File: config.mk
export PLATFORM = sky130hd
export DESIGN_NAME = scanline_sched
export DESIGN_NICKNAME = d
export VERILOG_FILES = /design/src/rtl/scanline_sched.sv
export SDC_FILE = /design/constraint.sdc
export NUM_CORES = 1
export LEC_CHECK = 0
export BUFFER_PORTS_ARGS = -buffer_cell sky130_fd_sc_hd__buf_4
export CORE_MARGIN = 5
export CORE_UTILIZATION = 55
export DETAILED_ROUTE_END_ITERATION = 6
export PLACE_DENSITY = 0.84
export RECOVER_POWER = 25
export SETUP_SLACK_MARGIN = 0.1
export SLEW_MARGIN = 30
export SYNTH_ARGS = -nofsm -noshare
export SYNTH_HDL_FRONTEND = slang
export SYNTH_SLANG_ARGS = --single-unit
File: constraint.sdc
create_clock -name clk -period 2.9 [get_ports clk]
set_input_delay 0.435 -clock clk [delete_from_list [all_inputs] [get_ports clk]]
set_output_delay 0.435 -clock clk [all_outputs]
set_load 0.02 [all_outputs]
File: src/rtl/scanline_sched.sv
// Per-line scheduler for the scanline darkening datapath.
// Tracks hsync/vsync and counts lines plus a repeating pattern phase. Drives the
// 3-bit darkening code for the current line. Config is taken over valid/ready and
// held in a shadow copy until the next frame start, so no frame mixes two settings.
// Ports:
//   clk, reset            video clock, async active-high reset
//   hs_in, vs_in, de_in   video timing (active high)
//   cfg_valid/cfg_ready   config handshake (ready = no config pending)
//   cfg_level/period/dark/alt  offered config fields
//   level                 darkening code for the current line
//   line_cnt              active lines completed in this frame (saturating)
//   frame_odd             frame parity, toggles at each frame start
module scanline_sched #(
  parameter int unsigned LCW    = 11,
  parameter bit          ALT_EN = 1'b1
) (
  input  logic           clk,
  input  logic           reset,
  input  logic           hs_in,
  input  logic           vs_in,
  input  logic           de_in,
  input  logic           cfg_valid,
  output logic           cfg_ready,
  input  logic [2:0]     cfg_level,
  input  logic [2:0]     cfg_period,
  input  logic [2:0]     cfg_dark,
  input  logic           cfg_alt,
  output logic [2:0]     level,
  output logic [LCW-1:0] line_cnt,
  output logic           frame_odd
);

  typedef struct packed {
    logic       alt;
    logic [2:0] dark;
    logic [2:0] period;
    logic [2:0] level;
  } cfg_t;

  localparam cfg_t CFG_RST = '{alt: 1'b0, dark: 3'd0, period: 3'd1, level: 3'd0};

  // Period 0 is treated as 1 so the phase counter always has a valid wrap point.
  function automatic logic [2:0] period_eff_f(input cfg_t c);
    return (c.period == 3'd0) ? 3'd1 : c.period;
  endfunction

  // Darkening code for a given phase under a given config.
  function automatic logic [2:0] code_f(input cfg_t c, input logic [2:0] ph);
    logic [2:0] pe;
    logic [2:0] de;
    logic [2:0] le;
    pe = period_eff_f(c);
    de = (c.dark > pe) ? pe : c.dark;
    le = (c.level > 3'd4) ? 3'd4 : c.level;
    return (ph < de) ? le : 3'd0;
  endfunction

  logic           hs_q, hs_d;
  logic           vs_q, vs_d;
  logic           had_de_q, had_de_d;
  logic           pending_q, pending_d;
  logic           cfg_ready_q, cfg_ready_d;
  logic           frame_odd_q, frame_odd_d;
  logic [2:0]     phase_q, phase_d;
  logic [2:0]     level_q, level_d;
  logic [LCW-1:0] line_cnt_q, line_cnt_d;
  cfg_t           active_q, active_d;
  cfg_t           shadow_q, shadow_d;

  logic           hs_fall, vs_fall, xfer;
  cfg_t           cfg_in, act_new;
  logic [2:0]     phase_nxt;

  // Next-state logic: frame start takes priority over line end.
  always_comb begin
    hs_fall     = hs_q & ~hs_in;
    vs_fall     = vs_q & ~vs_in;
    xfer        = cfg_valid & cfg_ready_q;
    cfg_in      = '{alt: cfg_alt, dark: cfg_dark, period: cfg_period, level: cfg_level};
    act_new     = active_q;
    phase_nxt   = 3'd0;

    hs_d        = hs_in;
    vs_d        = vs_in;
    had_de_d    = hs_fall ? 1'b0 : (had_de_q | de_in);
    pending_d   = pending_q;
    cfg_ready_d = cfg_ready_q;
    frame_odd_d = frame_odd_q;
    phase_d     = phase_q;
    level_d     = level_q;
    line_cnt_d  = line_cnt_q;
    active_d    = active_q;
    shadow_d    = shadow_q;

    if (vs_fall) begin
      if (pending_q) begin
        act_new     = shadow_q;
        pending_d   = 1'b0;
        cfg_ready_d = 1'b1;
      end
      active_d    = act_new;
      frame_odd_d = ~frame_odd_q;
      line_cnt_d  = '0;
      // Odd frames start one phase in when alternation is on; a 1-line period wraps to 0.
      if (ALT_EN && act_new.alt && frame_odd_d && (period_eff_f(act_new) > 3'd1)) begin
        phase_nxt = 3'd1;
      end
      phase_d = phase_nxt;
      level_d = code_f(act_new, phase_nxt);
    end else if (hs_fall) begin
      if (had_de_q && (line_cnt_q != '1)) begin
        line_cnt_d = line_cnt_q + LCW'(1);
      end
      phase_nxt = (phase_q == (period_eff_f(active_q) - 3'd1)) ? 3'd0 : (phase_q + 3'd1);
      phase_d   = phase_nxt;
      level_d   = code_f(active_q, phase_nxt);
    end

    // A transfer always lands in the shadow, even in the frame-start cycle.
    if (xfer) begin
      shadow_d    = cfg_in;
      pending_d   = 1'b1;
      cfg_ready_d = 1'b0;
    end
  end

  // State registers.
  always_ff @(posedge clk or posedge reset) begin
    if (reset) begin
      hs_q        <= 1'b0;
      vs_q        <= 1'b0;
      had_de_q    <= 1'b0;
      pending_q   <= 1'b0;
      cfg_ready_q <= 1'b1;
      frame_odd_q <= 1'b0;
      phase_q     <= 3'd0;
      level_q     <= 3'd0;
      line_cnt_q  <= '0;
      active_q    <= CFG_RST;
      shadow_q    <= '0;
    end else begin
      hs_q        <= hs_d;
      vs_q        <= vs_d;
      had_de_q    <= had_de_d;
      pending_q   <= pending_d;
      cfg_ready_q <= cfg_ready_d;
      frame_odd_q <= frame_odd_d;
      phase_q     <= phase_d;
      level_q     <= level_d;
      line_cnt_q  <= line_cnt_d;
      active_q    <= active_d;
      shadow_q    <= shadow_d;
    end
  end

  assign cfg_ready = cfg_ready_q;
  assign level     = level_q;
  assign line_cnt  = line_cnt_q;
  assign frame_odd = frame_odd_q;

endmodule

==> impl_metrics.tcl <==
set metrics [dict create \
    pwr_density_cell_nw_per_um2 464 \
    reg2reg_slack_ns 0.02 \
    fp-row-count 24 \
    die_h_um 75.8 \
    htree_levels 2 \
    crit_family "compound AO/OA/AOI/OAI gates" \
    cts.clk_slew.worst_paths_ns 0.08 \
    cp_num_buf_inv 1 \
    ioPinCount 32 \
    dp.final_hpwl_um 3700 \
    grt_pass1_vias 1817 \
    grtUsageTotal_pct 21.5 \
    cts_buffers 5 \
    async_reset_ff_share_pct 100 \
    area_growth_pct 27.3 \
    yosysTopAreaCell "dfrtp_1" \
    worst-endpoint-arrival_ns 3.04 \
    synth_top_area_share_pct 43.1 \
    fp.dieArea_um2 5740 \
    first_pass_iters 4 \
    clk_latency_ns 0.30 \
    synthTopCellsByArea "dfrtp_1 (43%), mux2_2 (9.5%), ha_1 (5.8%)" \
    dp.cells 305 \
    hold_class "in2async" \
    place_ws_ns -0.0524 \
    tritoncts "built" \
    rsz0062_at_grt "true" \
    worstPathRequired_ns 3.06 \
    maxCapViolCount 0 \
    syn_inst 224 \
    start_util_pct 55.8 \
    finalSetupViolations 0 \
    synthesis.nets 251 \
    timing.final.crit_share_pct 99.2 \
    worstPathMaxFanout 4 \
    cp_cell_sequence "o21bai_4 > inv_2 > ha_4 > xnor2_4 > xnor2_1 > and3_4 > nor2b_2 > ha_2 > o21ai_1 > nor4b_4 > a211o_1 > o22ai_4 > o32ai_2" \
    path_class "reg2reg" \
    wire_per_inst_um 20.3 \
    synth_area_per_cell_um2 10.6 \
    routed_wl_um 6550 \
    num_antenna_cells 0 \
    clock_path_buffers 2 \
    gp_congestion 0.906 \
    yosysMostFrequentCell "dfrtp_1" \
    synth_cell_types 47 \
    synth_edf_count 0 \
    design_area_um2 3030 \
    r2r_start "active_q[3]" \
    drcViolationCount 0 \
    grt_start_max_net_pins 44 \
    ys_top_cells_by_count "dfrtp_1 (41), nor2_1 (23), mux2_2 (20), nand2_1 (15), ha_1 (11)" \
    vias 1976 \
    root_buffer "clkbuf_8" \
    finalHoldViolCount 0 \
    antenna_found_initial 0 \
    maxSlewViolCount 0 \
    synth-seq-area-share_pct 45.3 \
    grt_pass1_wl_um 9090 \
    slew_headroom_pct 63.7 \
    core_um2 4260 \
    reg2reg_depth 13 \
    drt_iter0_markers 175 \
    ys_warn_count 0 \
    ant_nets 0 \
    rr_endpoint "level[0]" \
    grt-ovfl-total 0 \
    ys_seq_elements 43 \
    final_cell_count_no_fill 323 \
    fin_tns_setup_ns 0 \
    die-width_um 75.8 \
    nNetsFinal 297 \
    ys.flop_type "dfrtp_1" \
    worstMarginPinSlew_ns 0.544 \
    min_period_ns 2.88 \
    final_util_pct 71.1 \
    cp_slowest_cell "dfstp_2" \
    io_buffers 31 \
    cp-end-kind "flop" \
    synth_area_um2 2380 \
    drive_gt1_share_pct 39.9 \
    status "finished, final reports clean" \
    vias_per_cell 6.12 \
    clock_sinks 43 \
    fin_ws_ns 0.0242 \
    p_leak_nw 1.37 \
    max_stage_delay_ns 0.53 \
    startpoint_type "flop" \
    placed_area_um2 2680 \
    ir_drop_uv 295 \
    cts_hold_buf 0 \
    skew_ns 0.00696 \
    fmax_mhz 348 \
]
placed cells by master, fill, tap and decap left out, types with 3 or more instances in the layout:
cell,n
buf_4,44
dfrtp_1,39
nor2_1,22
mux2_2,20
nand2_1,15
a21oi_1,10
nand3_1,8
xor2_1,8
inv_1,6
o21ai_0,6
mux2i_1,6
ha_1,6
clkbuf_8,6
nor3_1,5
xnor2_1,5
ha_4,4
nor2b_1,3
a211oi_1,3
state kept, by name, summed over array words and instances (netlist names):
name,cells
hs_q,1
level,3
active_q,10
shadow_q,10
vs_q,1
had_de_q,1
pending_q,1
line_cnt,11
phase_q,3
frame_odd,1
cfg_ready,1
layout make-up:
type,count,area (µm²)
Sequential cell,43,1080
Inverter,8,30.0
Clock buffer,6,82.6
Timing Repair Buffer,47,345
Tap cell,52,65.1
Multi-Input combinational cell,165,1390
Clock inverter,2,35.0
Fill cell,296,1230
worst min-delay path: stages:
cell      delay [ns]
clkbuf_4        0.11
inv_1           0.04
buf_4           0.44
per-layer routing:
| metal | global-route usage (%) | vias up | share of wire (%) | wire, µm |
|---|---|---|---|---|
| li1 | - | 885 | - | - |
| met1 | 29.4 | 1003 | 40 | 2610 |
| met2 | 33.3 | 73 | 51 | 3310 |
| met3 | 4.75 | 15 | 6.4 | 422 |
| met4 | 8.54 | 0 | 3.1 | 204 |
| met5 | 0 | - | 0 | 0 |
cells by family after synthesis:
group,synth area share [%]
compound gates,11.8
mux,12.4
xor+xnor,5.84
flops,45.3
fa+ha+maj,5.78
buf+inv,3.00
simple gates,15.8
through the flow:
stage               hold WS [ns]  power [mW]
global route               0.267        1.46
CTS                        0.253        1.37
detailed placement         0.485       0.871
floorplan                  0.460       0.792
finish                     0.264        1.41
global placement           0.476       0.865
how the worst max path moves through the flow:
stage                      from        to  slack [ns]  cells past startpoint
detailed placement  active_q[5]  level[0]       -0.05                     12
floorplan           active_q[3]  level[0]        0.20                     12
global placement    active_q[5]  level[0]       -0.03                     12
global route        active_q[3]  level[2]       -0.05                     13
finish              active_q[3]  level[0]        0.02                     13
CTS                 active_q[3]  level[0]        0.11                     12
report_power, final:
group / total [mW] / internal, mW / switching [mW]
combinational: 0.269 / 0.133 / 0.137
sequential: 0.650 / 0.624 / 0.0264
clock: 0.488 / 0.279 / 0.209
timing repair:
action / CTS / global route
setup buffers: 5 / 5
resized for setup: 12 / 20
pin swaps: 7 / 8
endpoints found under the hold margin: 0 / 0
setup endpoints to repair: 3 / 3
Power figures use the tool's default switching activity.
